`src/rtl/fifo_rr_arbiter.sv`:
```
// rtl/fifo_rr_arbiter.sv - round-robin drain of four source FIFOs into one destination FIFO
// The grant is combinational so a pop can be withdrawn in the same cycle almost_full or init rises.
module fifo_rr_arbiter #(
  parameter int DATA_W = 12,
  parameter int N_SRC  = 4,
  parameter int UMB_W  = 3
) (
  input  logic                    clk,
  input  logic                    reset,
  input  logic                    init,
  input  logic [UMB_W-1:0]        full_umbral_in,
  input  logic [UMB_W-1:0]        empty_umbral_in,
  output logic [UMB_W-1:0]        full_umbral,
  output logic [UMB_W-1:0]        empty_umbral,
  input  logic [N_SRC-1:0]        src_empty,
  output logic [N_SRC-1:0]        src_rd,
  input  logic [N_SRC*DATA_W-1:0] src_data,
  input  logic                    dest_almost_full,
  output logic [DATA_W-1:0]       dest_fifo_in,
  output logic                    dest_fifo_wr,
  output logic [1:0]              state,
  output logic                    idle
);

  typedef enum logic [1:0] {
    ST_RESET  = 2'd0,
    ST_INIT   = 2'd1,
    ST_IDLE   = 2'd2,
    ST_ACTIVE = 2'd3
  } state_t;

  state_t     st;
  logic [1:0] ptr;
  logic [1:0] rd_idx;
  logic [1:0] winner;
  logic [1:0] cand;
  logic       found;
  logic       any_ready;
  logic       grant;

  assign any_ready = |(~src_empty);
  assign grant     = (st == ST_ACTIVE) && !init && !dest_almost_full && any_ready;

  // Search ptr+1, ptr+2, ptr+3, then ptr itself; the 2-bit add wraps modulo 4.
  always_comb begin
    winner = ptr;
    found  = 1'b0;
    cand   = ptr;
    for (int k = 1; k <= 4; k++) begin
      cand = ptr + 2'(k);
      if (!found && !src_empty[cand]) begin
        winner = cand;
        found  = 1'b1;
      end
    end
  end

  assign src_rd = grant ? (N_SRC'(1) << winner) : '0;

  // Source data is valid the cycle after the pop, exactly when the push strobe is high.
  assign dest_fifo_in = dest_fifo_wr ? src_data[DATA_W*int'(rd_idx) +: DATA_W] : '0;
  assign idle         = (st == ST_IDLE) && !dest_fifo_wr;
  assign state        = st;

  always_ff @(posedge clk or posedge reset) begin
    if (reset) begin
      st           <= ST_RESET;
      ptr          <= 2'd3;
      rd_idx       <= 2'd0;
      dest_fifo_wr <= 1'b0;
      full_umbral  <= '0;
      empty_umbral <= '0;
    end else begin
      dest_fifo_wr <= grant;
      if (grant) begin
        rd_idx <= winner;
        ptr    <= winner;
      end
      if (init) begin
        full_umbral  <= full_umbral_in;
        empty_umbral <= empty_umbral_in;
      end
      if (init) begin
        st <= ST_INIT;
      end else begin
        case (st)
          ST_RESET:  st <= ST_INIT;
          ST_INIT:   st <= ST_IDLE;
          ST_IDLE:   if (any_ready && !dest_almost_full) st <= ST_ACTIVE;
          ST_ACTIVE: if (!any_ready || dest_almost_full) st <= ST_IDLE;
          default:   st <= ST_RESET;
        endcase
      end
    end
  end

endmodule
```
`config.mk`:
```
export PLATFORM = sky130hd
export DESIGN_NAME = fifo_rr_arbiter
export DESIGN_NICKNAME = d
export VERILOG_FILES = /design/src/rtl/fifo_rr_arbiter.sv
export SDC_FILE = /design/constraint.sdc
export NUM_CORES = 1
export LEC_CHECK = 0
export CAP_MARGIN = 20
export CORE_ASPECT_RATIO = 0.9
export CORE_MARGIN = 2
export CORE_UTILIZATION = 60
export DETAILED_ROUTE_END_ITERATION = 10
export DONT_BUFFER_PORTS = 1
export PLACE_DENSITY_LB_ADDON = 0.08
export SETUP_SLACK_MARGIN = 0.4
export SYNTH_ARGS = -nofsm -noshare
export SYNTH_HDL_FRONTEND = slang
export SYNTH_SLANG_ARGS = --single-unit
```
`constraint.sdc`:
```
create_clock -name clk -period 1.79 [get_ports clk]
set_input_delay 0.0895 -clock clk [delete_from_list [all_inputs] [get_ports clk]]
set_output_delay 0.0895 -clock clk [all_outputs]
set_load 0.05 [all_outputs]
```
-- Yosys cells after proc, flatten, opt, wreduce, memory -nomap -nowiden
Index checks and enable logic that the tools add are counted.
W data, S select, Z words.
- $add $sub $neg: 3
- $mul: 1
- magnitude comparators: 4
- equal/unequal tests: 5
- shift-type cells: 2
- mux-type cells: 21
- bitwise logic cells: 1
- reduce and logical (&&, ||, !) cells: 21
- operator list (cell ; count):
    $shiftx A48 B7 Y12 ; 1
    $mux W2 ; 7
    $lt A2 B3 Y1 const B ; 4
    $mux W12 ; 1
    $logic_not A1 Y1 ; 9
    $bmux W1 S2 ; 4
    $logic_and A1 B1 Y1 ; 8
    $pmux W2 S4 ; 1
    $mux W1 ; 7
    $ne A3 B2 Y1 const B ; 2
    $add A2 B2 Y2 const B ; 2
    $eq A2 B2 Y1 const B ; 2
    $mul A2 B2 Y4 const A ; 1
    $mux W4 ; 1
    $not A4 Y4 ; 1
    $reduce_or A4 Y1 ; 1
    $shl A1 B2 Y4 const A ; 1
    $add A2 B1 Y2 const B ; 1
    $eq A2 B1 Y1 const B ; 1
    $logic_not A2 Y1 ; 1
    $reduce_and A2 Y1 ; 1
    $logic_or A1 B1 Y1 ; 1
- flip-flop bits (word level): 13
- input bits: 62
- output and inout bits: 26
- word-level logic and storage cells: 64

-- Logic depth before layout (Yosys ltp)
- depth in word-level cells: 14
- gate-level depth with buffers: 5
- depth with buffers taken out: 4

-- Worst setup path before layout
OpenSTA, ideal clock, no wires.
- kind: flip-flop to output port
- from: register st[1] (netlist: state[1])
- to: output port src_rd[2]
- arrival time: 2.133 ns
- data required time: 1.701 ns
- path slack: -0.432 ns
- cell stages (with the launch flop): 4
- path buffers: 0
- cells stage by stage: dfrtp_1 -> and4bb_1 -> nand2_2 -> nor3_1
- cells in the longest elaborated chain, start to end: 5
- ends and longest elaborated chain (item ; line ; source):
    start, declared ; 32 ; state_t st;
    start signal, assigned ; 67 ; st <= ST_RESET;
    start signal, assigned ; 84 ; st <= ST_INIT;
    start signal, assigned ; 87 ; ST_RESET: st <= ST_INIT;
    $eq A2 B2 Y1 ; 42 ; assign grant = (st == ST_ACTIVE) && !init && !dest_almost_full && any_ready;
    $logic_and A1 B1 Y1 (3 in a row) ; 42 ;
    $mux W4 ; 58 ; assign src_rd = grant ? (N_SRC'(1) << winner) : '0;
    end, declared ; 16 ; output logic [N_SRC-1:0] src_rd,
Every way passes these cells.

-- Worst setup path after layout
- from: register ptr[0]
- to: output port src_rd[2]
- cells in the longest elaborated chain, start to end: 14
- ends and longest elaborated chain (item ; line ; source):
    start, declared ; 33 ; logic [1:0] ptr;
    start signal, assigned ; 77 ; ptr <= winner;
    $add A2 B2 Y2 ; 50 ; cand = ptr + 2'(k);
    $bmux W1 S2 ; 51 ; if (!found && !src_empty[cand]) begin
    $mux W1 (not written as such) ; 51 ;
    $logic_not A1 Y1 ; 51 ;
    $logic_and A1 B1 Y1 ; 51 ;
    $mux W1 ; 51 ;
    $logic_not A1 Y1 ; 51 ;
    $logic_and A1 B1 Y1 ; 51 ;
    $mux W1 ; 51 ;
    $logic_not A1 Y1 ; 51 ;
    $logic_and A1 B1 Y1 ; 51 ;
    $mux W2 * ; 51 ;
    $shl A1 B2 Y4 * ; 58 ;
    $mux W4 * ; 58 ;
Mark *: on every way between the ends. The rest lies on a longest branch, timed or not. The select of a mux whose other input is x is not followed.

==> results.toml <==
[grt]
via_count_of_the_first_global_routing_pass = 795
grt_pass1_wl_um = 3750
largest_net_degree_at_the_start_of_global_routing = 14
globalRoute.totalOverflow = 0
grt_use_total_pct = 27.2
antenna_found_initial = 0

[timing]
post-route-min-period_ns = 1.77
finalSetupViolCount = 0
slew_violations = 0
fmaxAchievable_mhz = 566
hold_viol_final = 0
setup_repair_after_global_routing_missed_its_margin = "yes"
period_share_pct = 98.8
finalClockSkew_ns = 0.000551
timing_worst_slew_pin_value_ns = 0.582
timing.slew.headroom_pct = 61.2
final_layout_worst_hold_slack_ns = 0.198
setup_slack_ns = 0.0222

[critical_path]
r2r-start = "ptr[0]$_DFFE_PP1P_"
critical-path-max-stage-delay_ns = 0.60
ff2ff_path_depth = 5
rr_endpoint = "rd_idx[0]$_DFFE_PP0P_"
critical_path_peak_fanout = 6
worstPathRequired_ns = 1.70
worst_path_max_delay_cell = "dfstp_2"
crit_type = "reg2out"
worst_path_dominant_cell_family = "flip-flops"
critPathBufInv = 2
arrival_ns = 1.68
timing.critical_path.to_type = "primary output"
path_depth = 6
critPathLaunchType = "register"
setup.reg_to_reg.worst_slack_ns = 0.34
crit_path_cell_trace = "nor2_1 > a21oi_1 > o211ai_1 > buf_4 > nor3_4 > buf_6"

[clocking]
clk_root_buffer_cell = "clkbuf_4"
clock-sinks = 13
worst_skew_pair.late_latency_ns = 0.27
cts_tree = "done"
htree_num_levels = 1
numCtsBuffers = 3
ctsLongestPathBuffers = 2
worst_setup_hold_path_clk_slew_ns = 0.08

[synth]
count_of_state_elements_after_synthesis = 13
synth_fp_nets = 140
synthesis.yosys.warnings = 0
synthCells = 78
netlist.area_leader.share_pct = 28.3
synth.yosys.seq_area_share_pct = 33.7
synth_cell_type_count = 30
syn_area_per_cell_um2 = 12.5
largest_cells_by_area_after_synthesis = "dfrtp_1 28%, mux4_2 21%, and2_1 8.4%"
synthDominantAreaCellType = "dfrtp_1"
synth.cell_area_um2 = 973

[routing]
post_route_wl_um = 2950
dr.pass1.iters = 4
antenna_left = 0
drc = 0
drt-initial-drc-count = 9
drt-vias-per-instance = 6.59
routed-via-count = 791
wl_per_cell_um = 24.6

[finish]
instances_no_fill = 120
ratio_of_cells_with_drive_above_1_in_the_final_layout_pct = 64.3
num_antenna_cells = 0
area_delta_synth_final_pct = 35.0
finalNetCount = 161
fillers = 67

[die]
core.rowCount = 13
dieHeight_um = 42.2
fp.dieW_um = 46.5
start_util_pct = 65.8
boundaryPins = 88
floorplan.core_area_um2 = 1480
die_outline_area_um2 = 1960

[min_path]
hold_path_endpoint = "state[0]$_DFFE_PP0P_"
worst_hold_startpoint = "src_empty[2]"
hp-class = "in2reg"
worst_hold_path.num_cells = 3

[power_and_ir_drop]
leakagePower_nw = 0.517
vdd_ir_drop_max_mv = 0.691
finalPower_mw = 1.58
power-per-cell-area_nw_per_um2 = 1200

[place]
post-place-cells = 101
port_buffer_count = 0
placer_s_final_routability_congestion_estimate = 0.800
preCtsSetupSlack_ns = 0.241
dp_hpwl_um = 1850

[status]
status = "finished, final reports clean"

[flow_run]
max_cap_viol_count = 0
==> routing by layer <==
layer  GRT usage, %  routed length [um]  vias to the layer above
met4           8.57                  70                        0
met1           31.8                1010                      395
li1               -                   -                      333
met2           46.7                1640                       57
met3           7.76                 231                        6
met5              0                   0                        -
==> cell usage after synthesis <==
cell type and n:
nand3b_1 1, dfstp_2 2, o21ai_0 1, nand4_1 1, mux4_1 3, nand3_1 2, and2_1 13, mux2_1 1
a2bb2oi_1 1, nand2_2 1, o2bb2ai_1 1, nor3b_1 1, mux4_2 9, inv_2 1, nor3_1 1, a21o_1 2
nor2b_1 2, mux2_2 7, clkbuf_1 1, buf_4 1, and4bb_1 1, dfrtp_1 11, nand2_1 1, nor2_1 6
buf_2 1, o211ai_1 1, a21oi_1 1, inv_1 2, buf_6 1, mux2i_1 1
==> cell families (layout without fill, tap and decap cells) <==
group / count (synthesis) / count (layout) / synth area share [%]
DFF: 13 / 13 / 33.7
AOI/OAI and AO/OA: 7 / 7 / 5.14
muxes: 21 / 21 / 39.2
buffers and inverters: 7 / 27 / 3.98
and+or+nand+nor: 30 / 30 / 18.0
==> power by group <==
part	leakage (nW)	switching, mW	total (mW)	internal, mW
registers	0.146	0.176	0.549	0.373
logic	0.356	0.336	0.844	0.508
clock network	0.0150	0.0969	0.183	0.0863
==> layout by cell type, fill, tap and decap left out, types with 3 or more instances in the layout <==
master and count:
and2_4 13, mux4_2 12, dlygate4sd3_1 9, mux2_2 7, dfrtp_1 6, buf_6 6, nor2_1 4, dfrtp_2 4
clkbuf_4 3
==> how the worst max path moves through the flow <==
stage / from / to
4_1_cts: ptr[0]$_DFFE_PP1P_ / src_rd[2]
3_5_place_dp: ptr[0]$_DFFE_PP1P_ / src_rd[0]
2_1_floorplan: ptr[0]$_DFFE_PP1P_ / src_rd[2]
5_1_grt: ptr[0]$_DFFE_PP1P_ / src_rd[2]
6_report: ptr[0]$_DFFE_PP1P_ / src_rd[2]
3_3_place_gp: ptr[0]$_DFFE_PP1P_ / src_rd[1]
==> worst min-delay path, cell delays in order <==
cell and delay, ns:
nand4_1 0.17, nand3b_1 0.11, nand2_1 0.07
==> stage by stage <==
step	area, um^2	TNS (ns)	utilization (%)
2_1_floorplan	1050	0	-
3_3_place_gp	1090	0	73.5
3_5_place_dp	1090	0	73.5
4_1_cts	1280	0	86.4
5_1_grt	1310	-0.138	88.8
6_report	1310	0	88.8
==> sequential cells by signal (all words and copies together) (netlist names) <==
signal,flops
full_umbral,3
empty_umbral,3
state,2
rd_idx,2
ptr,2
dest_fifo_wr,1
==> what timing repair did <==
item / 4_1_cts / 5_1_grt
hold buffers: 9 / 0
endpoints found under the setup margin: 17 / 19
pin swaps: 5 / 4
hold endpoints to repair: 19 / 0
setup buffers: 3 / 3
resized for setup: 18 / 7
==> final cells by class <==
class	instances	area [um^2]	area share, %
multi-input cells	58	706	53.7
flip-flops and latches	13	337	25.6
repair buffers	20	206	15.7
well taps	22	27.5	2.10
clock buffers	4	26.3	2.00
inverters	3	11.3	0.857
No activity file was read; power rests on OpenSTA's default activity.
